## src/rtl/ws2811_pkg.sv

```systemverilog
// Shared state encoding and default 12.8 MHz timing for the WS2811 strip driver.
package ws2811_pkg;

    typedef enum logic [1:0] {
        ST_IDLE  = 2'd0,
        ST_SHIFT = 2'd1,
        ST_LATCH = 2'd2
    } state_e;

    localparam int DEF_T_CELL       = 16;
    localparam int DEF_T0H          = 4;
    localparam int DEF_T1H          = 12;
    localparam int DEF_RESET_CYCLES = 640;
    localparam logic [2:0] BIT_MSB  = 3'd7;

endpackage

```

## src/rtl/ws2811_cell_timer.sv

```systemverilog
// Bit-cell timing: cycle position inside the current cell and which bit of the byte is on the line.
module ws2811_cell_timer
    import ws2811_pkg::*;
#(
    parameter int T_CELL = DEF_T_CELL,
    parameter int CW     = $clog2(T_CELL)
) (
    input  logic          clk,
    input  logic          rst_,
    input  logic          load_i,
    input  logic          run_i,
    output logic [CW-1:0] cell_cnt_nxt_o,
    output logic [2:0]    bit_idx_nxt_o,
    output logic          cell_last_o,
    output logic          byte_last_o
);

    localparam logic [CW-1:0] CNT_LAST = CW'(T_CELL - 1);

    logic [CW-1:0] cnt_q, cnt_d;
    logic [2:0]    bit_q, bit_d;

    assign cell_last_o    = (cnt_q == CNT_LAST);
    // Held for the whole last bit; the byte boundary is cell_last_o & byte_last_o.
    assign byte_last_o    = (bit_q == 3'd0);
    assign cell_cnt_nxt_o = cnt_d;
    assign bit_idx_nxt_o  = bit_d;

    always_comb begin
        cnt_d = '0;
        bit_d = '0;
        if (load_i) begin
            bit_d = BIT_MSB;
        end else if (run_i) begin
            if (cell_last_o) begin
                bit_d = bit_q - 3'd1;
            end else begin
                cnt_d = cnt_q + 1'b1;
                bit_d = bit_q;
            end
        end
    end

    always_ff @(posedge clk or negedge rst_) begin
        if (!rst_) begin
            cnt_q <= '0;
            bit_q <= '0;
        end else begin
            cnt_q <= cnt_d;
            bit_q <= bit_d;
        end
    end

endmodule

```

## src/rtl/ws2811_serializer.sv

```systemverilog
// WS2811 line driver: NCH byte lanes serialised MSB-first in lockstep, latch period on underrun.
// Optional frame counter output when WS2811_FRAME_CNT_EN is defined.
module ws2811_serializer
    import ws2811_pkg::*;
#(
    parameter int NCH          = 1,
    parameter int T_CELL       = DEF_T_CELL,
    parameter int T0H          = DEF_T0H,
    parameter int T1H          = DEF_T1H,
    parameter int RESET_CYCLES = DEF_RESET_CYCLES
) (
    input  logic             clk,
    input  logic             rst_,
    input  logic [8*NCH-1:0] s_data,
    input  logic             s_valid,
    output logic             s_ready,
    output logic [NCH-1:0]   dout,
    output logic             busy,
    output logic             frame_done
`ifdef WS2811_FRAME_CNT_EN
    ,
    output logic [15:0]      frame_cnt
`endif
);

    localparam int CW = $clog2(T_CELL);
    localparam int LW = $clog2(RESET_CYCLES + 1);
    localparam logic [CW-1:0] T0H_C    = CW'(T0H);
    localparam logic [CW-1:0] T1H_C    = CW'(T1H);
    localparam logic [LW-1:0] LAT_LAST = LW'(RESET_CYCLES - 1);

    if (T0H < 1 || T0H >= T1H || T1H >= T_CELL || RESET_CYCLES < 1) begin : g_bad_params
        $error("ws2811_serializer: illegal timing parameters");
    end

    state_e           state_q;
    logic [8*NCH-1:0] shreg_q;
    logic [LW-1:0]    lat_q;
    logic [NCH-1:0]   dout_q;
    logic             busy_q;
    logic             fd_q;

    logic [CW-1:0] cnt_nxt;
    logic [2:0]    bit_nxt;
    logic          cell_last;
    logic          byte_last;
    logic          byte_end;
    logic          accept;

    // Line level of every lane for a given cycle position and bit of the byte.
    function automatic logic [NCH-1:0] cell_level(input logic [8*NCH-1:0] bytes,
                                                  input logic [CW-1:0]    cnt,
                                                  input logic [2:0]       bidx);
        logic [NCH-1:0] lv;
        lv = '0;
        for (int k = 0; k < NCH; k++) begin
            lv[k] = (cnt < (bytes[8*k + int'(bidx)] ? T1H_C : T0H_C));
        end
        return lv;
    endfunction

    ws2811_cell_timer #(
        .T_CELL (T_CELL),
        .CW     (CW)
    ) u_timer (
        .clk            (clk),
        .rst_           (rst_),
        .load_i         (accept),
        .run_i          (state_q == ST_SHIFT),
        .cell_cnt_nxt_o (cnt_nxt),
        .bit_idx_nxt_o  (bit_nxt),
        .cell_last_o    (cell_last),
        .byte_last_o    (byte_last)
    );

    assign byte_end   = cell_last & byte_last;
    assign s_ready    = (state_q == ST_IDLE) | ((state_q == ST_SHIFT) & byte_end);
    assign accept     = s_valid & s_ready;
    assign dout       = dout_q;
    assign busy       = busy_q;
    assign frame_done = fd_q;

`ifdef WS2811_FRAME_CNT_EN
    logic [15:0] frame_cnt_q;
    assign frame_cnt = frame_cnt_q;
`endif

    // dout is computed from the timer's next position so the line stays aligned with cell_cnt.
    always_ff @(posedge clk or negedge rst_) begin
        if (!rst_) begin
            state_q <= ST_IDLE;
            shreg_q <= '0;
            lat_q   <= '0;
            dout_q  <= '0;
            busy_q  <= 1'b0;
            fd_q    <= 1'b0;
`ifdef WS2811_FRAME_CNT_EN
            frame_cnt_q <= '0;
`endif
        end else begin
            fd_q <= 1'b0;
            case (state_q)
                ST_IDLE: begin
                    dout_q <= '0;
                    if (accept) begin
                        state_q <= ST_SHIFT;
                        shreg_q <= s_data;
                        busy_q  <= 1'b1;
                        dout_q  <= cell_level(s_data, cnt_nxt, bit_nxt);
                    end
                end
                ST_SHIFT: begin
                    if (byte_end && accept) begin
                        shreg_q <= s_data;
                        dout_q  <= cell_level(s_data, cnt_nxt, bit_nxt);
                    end else if (byte_end) begin
                        state_q <= ST_LATCH;
                        lat_q   <= '0;
                        dout_q  <= '0;
                        fd_q    <= (LAT_LAST == '0);
                    end else begin
                        dout_q  <= cell_level(shreg_q, cnt_nxt, bit_nxt);
                    end
                end
                ST_LATCH: begin
                    dout_q <= '0;
                    if (lat_q == LAT_LAST) begin
                        state_q <= ST_IDLE;
                        busy_q  <= 1'b0;
                        lat_q   <= '0;
`ifdef WS2811_FRAME_CNT_EN
                        frame_cnt_q <= frame_cnt_q + 16'd1;
`endif
                    end else begin
                        lat_q <= lat_q + 1'b1;
                        fd_q  <= ((lat_q + 1'b1) == LAT_LAST);
                    end
                end
                default: begin
                    state_q <= ST_IDLE;
                    busy_q  <= 1'b0;
                    dout_q  <= '0;
                end
            endcase
        end
    end

endmodule

```

## config.mk

```make
export PLATFORM = sky130hd
export DESIGN_NAME = ws2811_serializer
export DESIGN_NICKNAME = d
export VERILOG_FILES = /design/src/rtl/ws2811_pkg.sv /design/src/rtl/ws2811_cell_timer.sv /design/src/rtl/ws2811_serializer.sv
export SDC_FILE = /design/constraint.sdc
export NUM_CORES = 1
export LEC_CHECK = 0
export ABC_AREA = 1
export BUFFER_PORTS_ARGS = -buffer_cell sky130_fd_sc_hd__buf_4
export CAP_MARGIN = 40
export CORE_UTILIZATION = 35
export DETAILED_ROUTE_END_ITERATION = 8
export PLACE_DENSITY = 0.48
export SETUP_SLACK_MARGIN = 0.2
export SYNTH_ARGS = -nofsm -noshare
export SYNTH_HDL_FRONTEND = slang
export SYNTH_SLANG_ARGS = --single-unit
```

## constraint.sdc

```tcl
create_clock -name clk -period 2.3 [get_ports clk]
set_input_delay 0.23 -clock clk [delete_from_list [all_inputs] [get_ports clk]]
set_output_delay 0.23 -clock clk [all_outputs]
set_load 0.01 [all_outputs]
```

# Word-level counts from Yosys, hierarchy flattened
# Cells that the tools add are included.
[classes] n_addsub=3 magnitude_cmp=3 muxes=33 bitwise_logic=5 reduce_logical=9 n_eq_ne=10
[op_table] op="two-way mux 10 bit" n=3
[op_table] op="== test 10 bit (second input constant)" n=2
[op_table] op="two-way mux 4 bit" n=5
[op_table] op="one-hot mux 10 bit (2 select lines)" n=1
[op_table] op="two-way mux 8 bit" n=2
[op_table] op="one-hot mux 8 bit (2 select lines)" n=1
[op_table] op="adder 10 x 1 -> 10 bit (second input constant)" n=1
[op_table] op="!= test 2 bit (second input constant)" n=5
[op_table] op="two-way mux 1 bit" n=9
[op_table] op="two-way mux 3 bit" n=3
[op_table] op="AND reduction 3 bit" n=3
[op_table] op="less-than comparator 4 bit" n=2
[op_table] op="two-way mux 2 bit" n=4
[op_table] op="binary-select mux 1 bit (select 3 bit)" n=2
[op_table] op="one-hot mux 2 bit (3 select lines)" n=1
[op_table] op="adder 4 x 1 -> 4 bit (second input constant)" n=1
[op_table] op="== test 4 bit (second input constant)" n=1
[op_table] op="less-than comparator 3 x 4 -> 1 bit (second input constant)" n=1
[op_table] op="AND reduction 4 bit" n=1
[op_table] op="nonzero test 2 bit" n=2
[op_table] op="AND 1 bit" n=3
[op_table] op="zero test 3 bit" n=1
[op_table] op="one-hot mux 1 bit (3 select lines)" n=1
[op_table] op="subtractor 3 x 1 -> 3 bit (second input constant)" n=1
[op_table] op="other kinds (7)" n=7
[word_totals] out_inout_bits=4 reg_bits=30 inputBits=11

# Depth between registers and ports, before layout
# Gate-level depths: netlist (run 1).
[logic_depth] ltp_word=13 mapped_depth=17

# By module
# Synthesis (run 1) repeated with hierarchy kept, for this count alone.
[unflattened] cells_unflattened=220 area_unflattened_um2=1640.3
[by_module_without_submodules] module="ws2811_serializer" area_per_inst_um2=1277.5 seq_area_each_um2=575.6 cells_per_inst=175 n_inst=1
[by_module_without_submodules] module="ws2811_cell_timer" area_per_inst_um2=362.8 seq_area_each_um2=175.2 cells_per_inst=45 n_inst=1

# Least setup slack after synthesis (run 1)
# Ideal clock, no wire load.
[synth_path] kind="register -> register" start="register u_timer.bit_q[0]" end="register dout_q, in the netlist dout" t_required_ns=2.233 setup_slack_ns=0.262 setup_time_ns=0.067 stages_incl_launch_ff=17 period_less_slack_ns=2.038 t_arrival_ns=1.971 cell_sequence="dfrtp_1 > inv_1 > ha_1 > nand2_1 > o21bai_4 > nand3_2 > buf_6 > nand2_2 > inv_1 > nand2_1 > nand2_1 > ha_1 > a21oi_1 > nand2_1 > o21ai_0 > nand2_1 > nand2_1"
[synth_via] elab_chain_len=13 word_cells_on_any_way=23 classes_between="1 x add/sub; 2 x order compare; 14 x mux; 4 x bitwise; 2 x reduce/logical"
[synth_lines] element="from (decl)" line_no="ws2811_cell_timer.sv:21" source="logic [2:0] bit_q, bit_d;"
[synth_lines] element="from (signal assigned)" line_no="ws2811_cell_timer.sv:50" source="bit_q <= bit_d;"
[synth_lines] element="branches (longest 5 deep; another with subtractor 3 x 1 -> 3 bit)"
[synth_lines] element="two-way mux 3 bit (*)" line_no="ws2811_cell_timer.sv:32" source="if (load_i) begin"
[synth_lines] element="via bit_nxt[2]" line_no="ws2811_serializer.sv:44" source="logic [2:0] bit_nxt;"
[synth_lines] element="binary-select mux 1 bit (select 3 bit)" line_no="ws2811_serializer.sv:57" source="lv[k] = (cnt < (bytes[8*k + int'(bidx)] ? T1H_C : T0H_C));"
[synth_lines] element="two-way mux 1 bit (implied by the code)" line_no="ws2811_serializer.sv:57"
[synth_lines] element="two-way mux 4 bit" line_no="ws2811_serializer.sv:57"
[synth_lines] element="less-than comparator 4 bit" line_no="ws2811_serializer.sv:57"
[synth_lines] element="two-way mux 1 bit" line_no="ws2811_serializer.sv:116" source="end else if (byte_end) begin"
[synth_lines] element="two-way mux 1 bit" line_no="ws2811_serializer.sv:113" source="if (byte_end && accept) begin"
[synth_lines] element="one-hot mux 1 bit (2 select lines) (*)" line_no="ws2811_serializer.sv:102" source="case (state_q)"
[synth_lines] element="to (signal assigned)" line_no="ws2811_serializer.sv:109" source="dout_q <= cell_level(s_data, cnt_nxt, bit_nxt);"
[synth_lines] element="to (signal assigned)" line_no="ws2811_serializer.sv:115" source="dout_q <= cell_level(s_data, cnt_nxt, bit_nxt);"
[synth_lines] element="to (signal assigned)" line_no="ws2811_serializer.sv:122" source="dout_q <= cell_level(shreg_q, cnt_nxt, bit_nxt);"
[synth_lines] element="to (decl)" line_no="ws2811_serializer.sv:39" source="logic [NCH-1:0] dout_q;"
# Mark *: on every way through the listed nets, which the timed path passes. The select of a mux whose other input is x is not followed.
# A chain may end at the register's enable or synchronous reset.

# Worst setup path after layout (run 1)
[layout_path] start="register u_timer.cnt_q[0]" end="register dout_q, in the netlist dout"
[layout_via] elab_chain_len=13 word_cells_on_any_way=25 classes_between="1 x add/sub; 2 x order compare; 1 x eq/ne; 16 x mux; 4 x bitwise; 1 x reduce/logical"
[layout_lines] element="from (decl)" line_no="ws2811_cell_timer.sv:20" source="logic [CW-1:0] cnt_q, cnt_d;"
[layout_lines] element="from (signal assigned)" line_no="ws2811_cell_timer.sv:49" source="cnt_q <= cnt_d;"
[layout_lines] element="== test 4 bit (*)" line_no="ws2811_cell_timer.sv:23" source="assign cell_last_o = (cnt_q == CNT_LAST);"
[layout_lines] element="AND 1 bit" line_no="ws2811_serializer.sv:76" source="assign byte_end = cell_last & byte_last;"
[layout_lines] element="AND 1 bit" line_no="ws2811_serializer.sv:77" source="assign s_ready = (state_q == ST_IDLE) | ((state_q == ST_SHIFT) & byte_end);"
[layout_lines] element="OR 1 bit" line_no="ws2811_serializer.sv:77"
[layout_lines] element="AND 1 bit" line_no="ws2811_serializer.sv:78" source="assign accept = s_valid & s_ready;"
[layout_lines] element="two-way mux 3 bit (*)" line_no="ws2811_cell_timer.sv:32"
[layout_lines] element="via bit_nxt[0]" line_no="ws2811_serializer.sv:44"
[layout_lines] element="binary-select mux 1 bit (select 3 bit)" line_no="ws2811_serializer.sv:57"
[layout_lines] element="two-way mux 1 bit (implied by the code)" line_no="ws2811_serializer.sv:57"
[layout_lines] element="two-way mux 4 bit" line_no="ws2811_serializer.sv:57"
[layout_lines] element="less-than comparator 4 bit" line_no="ws2811_serializer.sv:57"
[layout_lines] element="two-way mux 1 bit" line_no="ws2811_serializer.sv:116"
[layout_lines] element="two-way mux 1 bit" line_no="ws2811_serializer.sv:113"
[layout_lines] element="one-hot mux 1 bit (2 select lines) (*)" line_no="ws2811_serializer.sv:102"
# The timed path passes the listed nets; every way through them passes the cells marked *. The select of a mux whose other input is x is not followed.

==> results of run 1 <==
## layout by cell type (no fill, tap or decap), drive strengths merged
| cell | instances |
|---|---|
| ha | 7 |
| inv | 24 |
| nor3 | 4 |
| nand3 | 30 |
| buf | 28 |
| nand4 | 5 |
| xor2 | 4 |
| o21bai | 1 |
| nand2 | 77 |
| clkbuf | 6 |
| dfrtp | 30 |
| o21ai | 18 |
| dlygate4sd3 | 1 |
| nor2 | 18 |
| a21oi | 3 |
| o22ai | 3 |
## per-layer routing
layer  vias up  GRT usage  routed length, um
met5         -          0                  0
met4         0     0.0705                 63
met3         7     0.0370                174
met2        39      0.274               1730
met1       697      0.260               2100
li1        802          -                  -
## what timing repair did
item,in CTS,in global routing
gates resized for setup,8,9
hold buffers,1,0
pin swaps,4,7
buffers inserted,5,1
endpoints found under the setup margin,1,1
endpoints found under the hold margin,30,0
## sequential cells by signal, indices dropped and copies added (netlist names)
name	count
frame_done	1
shreg_q	8
dout	1
busy	1
u_timer.bit_q	3
lat_q	10
u_timer.cnt_q	4
state_q	2
## where the power goes
| group | internal (mW) | switching [mW] | total, mW |
|---|---|---|---|
| registers | 0.673 | 0.116 | 0.789 |
| logic | 0.459 | 0.582 | 1.04 |
| clock network | 0.230 | 0.191 | 0.421 |
## path summary, 6_finish.rpt
path / endpoint / from / cells past startpoint
max in group asynchronous: shreg_q[7] / rst_ / 2
worst min-delay path: shreg_q[2] / s_data[2] / 3
worst max register to register: dout / u_timer.cnt_q[0] / 16
worst max-delay path: dout / u_timer.cnt_q[0] / 16
worst min register to register: busy / busy / 2
min in group asynchronous: lat_q[6] / rst_ / 2
## cell usage after synthesis
cell / n
a21oi_1: 3
xor2_1: 4
nand4_1: 4
nor2_4: 2
inv_1: 21
inv_2: 3
nor2_8: 2
o22ai_1: 3
nor3_1: 4
nand4_4: 1
nand3_4: 2
buf_6: 1
o21bai_4: 1
nand3_1: 26
nand2_2: 5
nand3_2: 2
nand2_4: 1
nand2_1: 71
o21ai_1: 2
o21ai_2: 1
o21ai_0: 15
nor2_1: 13
dfrtp_1: 30
nor2_2: 1
ha_1: 7
## cell families after synthesis
| family | after synthesis | synth area share |
|---|---|---|
| and+or+nand+nor | 134 | 0.377 |
| DFF | 30 | 0.417 |
| xor gates and xnor gates | 4 | 0.0195 |
| buffers and inverters | 25 | 0.0563 |
| adders and majority gates | 7 | 0.0487 |
| AOI/OAI and AO/OA | 25 | 0.0814 |
## area by class of cell
class	instances	area share
multi-input combinational	170	0.455
tap	67	0.0372
inverter	24	0.0400
timing repair buffer	29	0.0978
sequential	30	0.334
clock buffer	6	0.0367
## worst max-delay path, cell delays in order (launching register included)
cell	delay, ps
dfrtp_1	430
ha_4	200
nand2_4	80
nor2_8	160
nand4_4	150
nand3_4	170
nand2_1	70
nand3_1	70
nand2_1	50
nand2_1	70
nand2_2	80
ha_4	240
a21oi_2	110
nand2_1	50
o21ai_1	70
nand2_1	60
nand2_1	50
==> metrics.csv, run 1 <==
metric;value;unit
finalSetupViolCount;0;
r2r_setup_slack;130;ps
htree_levels;2;
fin_cells;326;
whs;159;ps
synthTopCellsByArea;dfrtp_1 42%, nand2_1 15%, nand3_1 7.2%;
critPathArrivalTime;2390;ps
setup_ws;126;ps
port_buffers;14;
grt.total_usage;0.184;
first_iter_violations;72;
io_pins;15;
status;finished, final reports clean;
seq_area_frac_synth;0.417;
nets;278;
num_vias;1545;
dp_slack;36.8;ps
fmax;460;MHz
grt_max_degree;31;
rsz0062_at_grt;true;
hold_viol;0;
dpl.hpwl;2930;um
tightest_slew;453;ps
p_leak;1.21;nW
routed_wl;4070;um
utilization;0.464;
setup.worst_path.end_class;flop;
worstSetupStartpointType;flop;
dpl_cell_area;2040;um2
min_period;2170;ps
finClkSkew;3.78;ps
clock-sinks;30;
cts_tree;done;
drc_errors;0;
dieArea;5430;um2
avgSynthCellArea;8.00;um2
power_density;1000;nW/um2
overflow;0;
fp.coreArea;4850;um2
root_buffer;clkbuf_8;
max_cap_viol_count;0;
postSynthCellCount;225;
path_max_fanout;8;
fp.dieW;73.7;um
finalMaxSlewViolations;0;
tns;0;ps
syn-cell-area;1800;um2
multiInputGateArea;1020;um2
clk_latency;280;ps
wl_per_cell;12.5;um
ys_types;25;
ys_seq_elements;30;
period_share;0.945;
cp.required;2520;ps
die_y;73.7;um
yosysTopAreaCellShare;0.417;
clockBufferDepth;2;
diodes;0;
ys_warn_count;0;
globalplace.congestion;0.888;
grt_pass1_vias;1518;
viasPerCell;4.74;
fill_cells;500;
ff_latch_area;751;um2
clkTransAtPathRegs;60;ps
drive_gt1_frac;0.255;
antenna_found_initial;0;
finalPower;2.25;mW
vdd_drop_max;0.443;mV
grt_pass1_wl;7440;um
num_rows;25;
hold_class;primary input to flop;
numCtsBuffers;5;
slew_headroom;0.696;
initial_core_util;0.371;
synth_nets;243;
firstDrtPassIters;4;
design_area;2250;um2
drtAntennaViolNets;0;
worst-setup-path-type;flop to flop;
area_growth;25.1;%
synth_area_leader_cell;dfrtp_1;
dp.cells;313;
No activity file was read; power rests on OpenSTA's default activity.
==> run 2, diff against run 1 <==
--- a/config.mk
+++ b/config.mk
@@ -8,6 +8,7 @@
 export ABC_AREA = 1
 export BUFFER_PORTS_ARGS = -buffer_cell sky130_fd_sc_hd__buf_4
 export CAP_MARGIN = 40
+export CORE_MARGIN = 3
 export CORE_UTILIZATION = 35
 export DETAILED_ROUTE_END_ITERATION = 8
 export PLACE_DENSITY = 0.48
==> run 2 against run 1 <==
- global-route usage decreased by 3.3 points
- total power up 6.6%
- highest routed layer unchanged
- sequential share of layout area fell by 1.6 points
- first-iteration DRC count grew 5.6%
- clock power shrank 1%
- flip-flop and latch count stayed put
- clock-buffer cell count is the same
- via count is 1.7% higher
- critical endpoint unchanged
- core utilization up 2.3 points
- die area is 11% higher
- routed wire length up 6.8%
- maximum frequency grew 2.5%
==> metrics.csv, run 2 (synthesis results as in run 1) <==
metric;value;unit
drtAntennaViolNets;0;
drive_gt1_frac;0.317;
finalMaxSlewViolations;0;
dp_slack;39.0;ps
dpl.hpwl;2950;um
clkTransAtPathRegs;70;ps
first_iter_violations;76;
num_vias;1572;
dieArea;6040;um2
globalplace.congestion;0.810;
numCtsBuffers;5;
tightest_slew;424;ps
area_growth;31.4;%
fin_cells;332;
tns;0;ps
hold_viol;0;
largest_reg_flops;10;
min_period;2120;ps
top_regs;lat_q (10), shreg_q (8), u_timer.cnt_q (4);
utilization;0.487;
wl_per_cell;13.1;um
routed_wl;4340;um
top_register;lat_q;
whs;167;ps
antenna_found_initial;0;
die_y;77.7;um
p_leak;1.24;nW
fill_cells;475;
io_pins;15;
grt.total_usage;0.151;
slew_headroom;0.715;
max_cap_viol_count;0;
design_area;2360;um2
finalSetupViolCount;0;
overflow;0;
layout_commonest_cell;nand2_1;
fp.coreArea;4850;um2
nets;284;
fp.dieW;77.7;um
finClkSkew;7.69;ps
worst-setup-path-type;flop to flop;
clk_latency;270;ps
finalPower;2.40;mW
root_buffer;clkbuf_8;
grt_pass1_wl;7130;um
cp.required;2510;ps
port_buffers;14;
cts_tree;done;
clock-sinks;30;
dpl_cell_area;2020;um2
period_share;0.922;
worstSetupStartpointType;flop;
htree_levels;2;
hold_class;primary input to flop;
path_max_fanout;6;
fmax;471;MHz
grt_pass1_vias;1419;
num_rows;25;
grt_max_degree;31;
vdd_drop_max;0.497;mV
status;finished, final reports clean;
viasPerCell;4.73;
initial_core_util;0.371;
critPathArrivalTime;2340;ps
drc_errors;0;
dp.cells;311;
mostFrequentLayoutCells;62 x nand2_1, 32 x buf_4, 30 x dfrtp_1;
diodes;0;
clockBufferDepth;2;
setup_ws;179;ps
firstDrtPassIters;4;
power_density;1020;nW/um2
setup.worst_path.end_class;flop;
rsz0062_at_grt;true;
-- run 2: changes by cell type in the layout (fill, tap and decap cells not counted), sizes merged --
cell   previous run  this run
nand3            30        31
buf              28        33
-- run 2: cell type report --
class | count | area [um2] | share of cell area
Multi-Input combinational cell | 171 | 1100 | 0.466
Clock buffer | 6 | 82.6 | 0.0349
Timing Repair Buffer | 34 | 255 | 0.108
Sequential cell | 30 | 751 | 0.318
Inverter | 24 | 90.1 | 0.0381
Tap cell | 67 | 83.8 | 0.0355
-- run 2: worst max-delay path: stages (launching register included) --
cell,delay [ps]
dfrtp_1,400
ha_4,190
nand2_4,80
nor2_8,170
nand2_4,70
nand3_4,100
nand3_4,120
nand2_1,90
nand3_1,70
nand2_2,70
nand2_2,50
nand2_2,80
ha_4,200
a21oi_2,120
nand2_1,50
o21ai_1,60
nand2_1,60
nand2_1,60
-- run 2: final timing paths --
kind                                   from          to  slack [ps]  depth (start not counted)
max in group asynchronous              rst_    lat_q[5]        1580                          2
min                               s_data[5]  shreg_q[5]         170                          3
max reg2reg                u_timer.cnt_q[0]        dout         180                         17
min in group asynchronous              rst_    lat_q[9]         430                          2
min reg2reg                      shreg_q[0]  shreg_q[0]         470                          2
max                        u_timer.cnt_q[0]        dout         180                         17
-- run 2: power by group --
group	internal [mW]	switching, mW	leakage [nW]	total, mW
clock	0.230	0.184	0.0431	0.415
combinational	0.521	0.677	0.862	1.20
sequential	0.673	0.115	0.338	0.787
total	1.42	0.976	1.24	2.40
-- run 2: repair_timing --
item | in CTS | in global routing
hold endpoints to repair | 30 | 0
gates resized for setup | 16 | 19
setup buffers | 6 | 7
endpoints found under the setup margin | 1 | 1
gates cloned | 1 | 0
pin swaps | 11 | 16
hold buffers | 1 | 0
-- run 2: per-layer routing --
| layer | wire, um | global-route usage |
|---|---|---|
| met1 | 2350 | 0.236 |
| met2 | 1820 | 0.201 |
| met3 | 141 | 0.0336 |
| met4 | 20 | 0.0480 |
| met5 | 0 | 0 |
==> run 3, diff against run 2 <==
--- a/config.mk
+++ b/config.mk
@@ -5,13 +5,13 @@
 export SDC_FILE = /design/constraint.sdc
 export NUM_CORES = 1
 export LEC_CHECK = 0
-export ABC_AREA = 1
+export ABC_AREA = 0
 export BUFFER_PORTS_ARGS = -buffer_cell sky130_fd_sc_hd__buf_4
 export CAP_MARGIN = 40
 export CORE_MARGIN = 3
 export CORE_UTILIZATION = 35
 export DETAILED_ROUTE_END_ITERATION = 8
-export PLACE_DENSITY = 0.48
+export PLACE_DENSITY = 0.49
 export SETUP_SLACK_MARGIN = 0.2
 export SYNTH_ARGS = -nofsm -noshare
 export SYNTH_HDL_FRONTEND = slang
==> run 3 against run 2 <==
- the run now ends with negative setup slack left
- first-iteration DRC count down 41%
- core utilization up 1.2 points
- clock power up 5.5%
- worst setup slack worse by 380 ps
- sequential share of layout area down 0.13 points
- maximum frequency down 15%
- design area up 0.42%
- routed wire length down 2.9%
- die area down 2.9%
- total power up 14%
- largest power group unchanged
- highest routed layer unchanged
==> metrics.csv, run 3 <==
metric;value;unit
io_pins;15;
layout_commonest_cell;buf_4;
synth_nets;190;
ff_latch_area;751;um2
num_rows;25;
fill_cells;430;
slew_headroom;0.725;
p_leak;1.06;nW
firstDrtPassIters;4;
dominantRegCellSynth;dfrtp_1;
min_period;2510;ps
pwr-share-clk;0.160;
drive_gt1_frac;0.425;
fp.coreArea;4750;um2
sw_frac_of_total;0.353;
netSwitchingPower;0.967;mW
postSynthCellCount;172;
mostFrequentLayoutCells;47 x buf_4, 30 x dfrtp_1, 17 x o21ai_0;
yosysTopAreaCellShare;0.431;
largest_reg_flops;10;
clk_latency;280;ps
hold_class;primary input to flop;
internal_power;1.77;mW
dpl_cell_area;2160;um2
multiInputGateArea;1050;um2
syn-cell-area;1740;um2
num_vias;1529;
finalMaxSlewViolations;0;
synthTopCellsByCount;30 x dfrtp_1, 19 x o21ai_0, 12 x mux2_2;
finClkSkew;3.67;ps
rsz0062_at_grt;true;
dp.cells;275;
crit_chain;ha_2 -> and3_4 -> mux2_4 -> buf_6 -> mux2i_2 -> a221oi_2 -> a221oi_2 -> ha_2 -> nand2_1 -> a32o_1;
drc_errors;0;
grt.total_usage;0.153;
routed_wl;4210;um
htree_levels;2;
tns;-205;ps
setup.worst_path.end_class;flop;
fmax;399;MHz
synth_area_leader_cell;dfrtp_1;
synthTopCellsByArea;dfrtp_1 43%, mux2_2 7.8%, o21ai_0 5.5%;
antenna_found_initial;0;
avgSynthCellArea;10.1;um2
clockBufferDepth;2;
status;complete, but fails checks;
clkTransAtPathRegs;60;ps
dpl.hpwl;3070;um
grt_pass1_vias;1564;
overflow;0;
ys_types;44;
clock-sinks;30;
hold_viol;0;
top_register;lat_q;
max_cap_viol_count;0;
seq_area_frac_synth;0.431;
globalplace.congestion;0.852;
design_area;2370;um2
power_density;1150;nW/um2
initial_core_util;0.367;
violations;negative setup slack;
finalSetupViolCount;1;
worstSetupStartpointType;flop;
finalPower;2.74;mW
grt_pass1_wl;7130;um
nets;238;
cp.required;2470;ps
power_frac_seq;0.325;
cts_tree;done;
drtAntennaViolNets;0;
path_max_fanout;5;
area_growth;36.2;%
vdd_drop_max;0.546;mV
tightest_slew;406;ps
synth_edf_count;0;
yosysMostFrequentCell;dfrtp_1;
worst-setup-path-type;flop to flop;
fp.dieW;76.6;um
top_regs;lat_q (10), shreg_q (8), u_timer.cnt_q (4);
critPathBufInv;1;
crit_path_max_incr_delay;380;ps
diodes;0;
synthArstFlopShare;1.00;
ys_warn_count;0;
cp_slowest_cell;dfrtp_1;
root_buffer;clkbuf_8;
fin_cells;288;
die_y;76.6;um
first_iter_violations;45;
dp_slack;-321;ps
ys_seq_elements;30;
critPathArrivalTime;2680;ps
setup_ws;-205;ps
wl_per_cell;14.6;um
period_share;1.09;
cp_top_family;compound AO/OA/AOI/OAI gates;
grt_max_degree;31;
port_buffers;14;
numCtsBuffers;5;
power_frac_comb;0.516;
dieArea;5860;um2
viasPerCell;5.31;
==> run 3: cell count changes after synthesis, sizes merged, moves of 4 or more <==
cell | previous run | this run
inv | 24 | 7
mux2 | 0 | 13
nand2b | 0 | 6
clkbuf | 0 | 4
and3 | 0 | 5
nand3 | 30 | 5
nand2 | 77 | 9
a221oi | 0 | 4
nor2 | 18 | 8
o31ai | 0 | 5
==> run 3: logic make-up (layout without fill, tap and decap cells) <==
group                      count (synthesis)  after routing  synth area share
and+or+nand+nor                           55             55             0.181
xor gates and xnor gates                   3              3            0.0151
muxes                                     15             15            0.0976
AOI/OAI and AO/OA                         47             47             0.183
DFF                                       30             30             0.431
buffers and inverters                     15             64            0.0424
adders and majority gates                  7              7            0.0502
==> run 3: area by class of cell <==
| cell class | count | area share |
|---|---|---|
| tap | 67 | 0.0353 |
| clock buffer | 7 | 0.0364 |
| multi-input combinational | 127 | 0.441 |
| sequential | 30 | 0.316 |
| timing repair buffer | 49 | 0.158 |
| inverter | 7 | 0.0111 |
| clock inverter | 1 | 0.00211 |
==> run 3: per-stage QoR <==
step | utilization | hold slack [ps]
finish | 0.499 | 186
floorplan | - | -65.6
detailed placement | 0.453 | 190
CTS | 0.487 | 182
global placement | 0.453 | 190
global route | 0.499 | 180
==> run 3: layer usage <==
layer	vias up	routed length, um	track usage
li1	729	-	-
met1	772	1770	0.163
met2	17	2230	0.276
met3	11	113	0.0496
met4	0	101	0.0616
met5	-	0	0
==> run 3: worst paths after layout <==
| path | startpoint | endpoint | slack, ps | cells after the start |
|---|---|---|---|---|
| setup / recovery | u_timer.cnt_q[0] | dout | -210 | 10 |
| hold / removal | s_data[1] | shreg_q[1] | 190 | 2 |
| setup reg to reg | u_timer.cnt_q[0] | dout | -210 | 10 |
| hold reg to reg | lat_q[9] | lat_q[9] | 470 | 1 |
| max in group asynchronous | rst_ | u_timer.cnt_q[3] | 1600 | 2 |
| min in group asynchronous | rst_ | shreg_q[0] | 410 | 2 |
==> run 3: worst reg2reg max path: cells and delay by family (launching register included) <==
kind,cells,cell delay (ps)
flip-flops,1,380
AO/OA/AOI/OAI,3,600
multiplexers,2,480
AND/OR/NAND/NOR,2,290
buffers and inverters,1,130
adder cells (fa/ha/maj),2,520
==> run 3: timing repair <==
| action | in CTS | in global routing |
|---|---|---|
| gates resized for setup | 8 | 14 |
| setup endpoints to repair | 2 | 4 |
| endpoints found under the hold margin | 30 | 0 |
| setup buffers | 3 | 1 |
| hold buffers | 1 | 0 |
| pin swaps | 6 | 5 |
==> run 3: power by group through the flow <==
| stage | combinational [mW] | clock, mW | sequential (mW) |
|---|---|---|---|
| after floorplan | 0.801 | 0 | 0.859 |
| after global placement | 1.16 | 0 | 0.886 |
| after detailed placement | 1.21 | 0 | 0.891 |
| after CTS | 1.33 | 0.456 | 0.882 |
| after global routing | 1.55 | 0.489 | 0.916 |
| final | 1.41 | 0.438 | 0.889 |
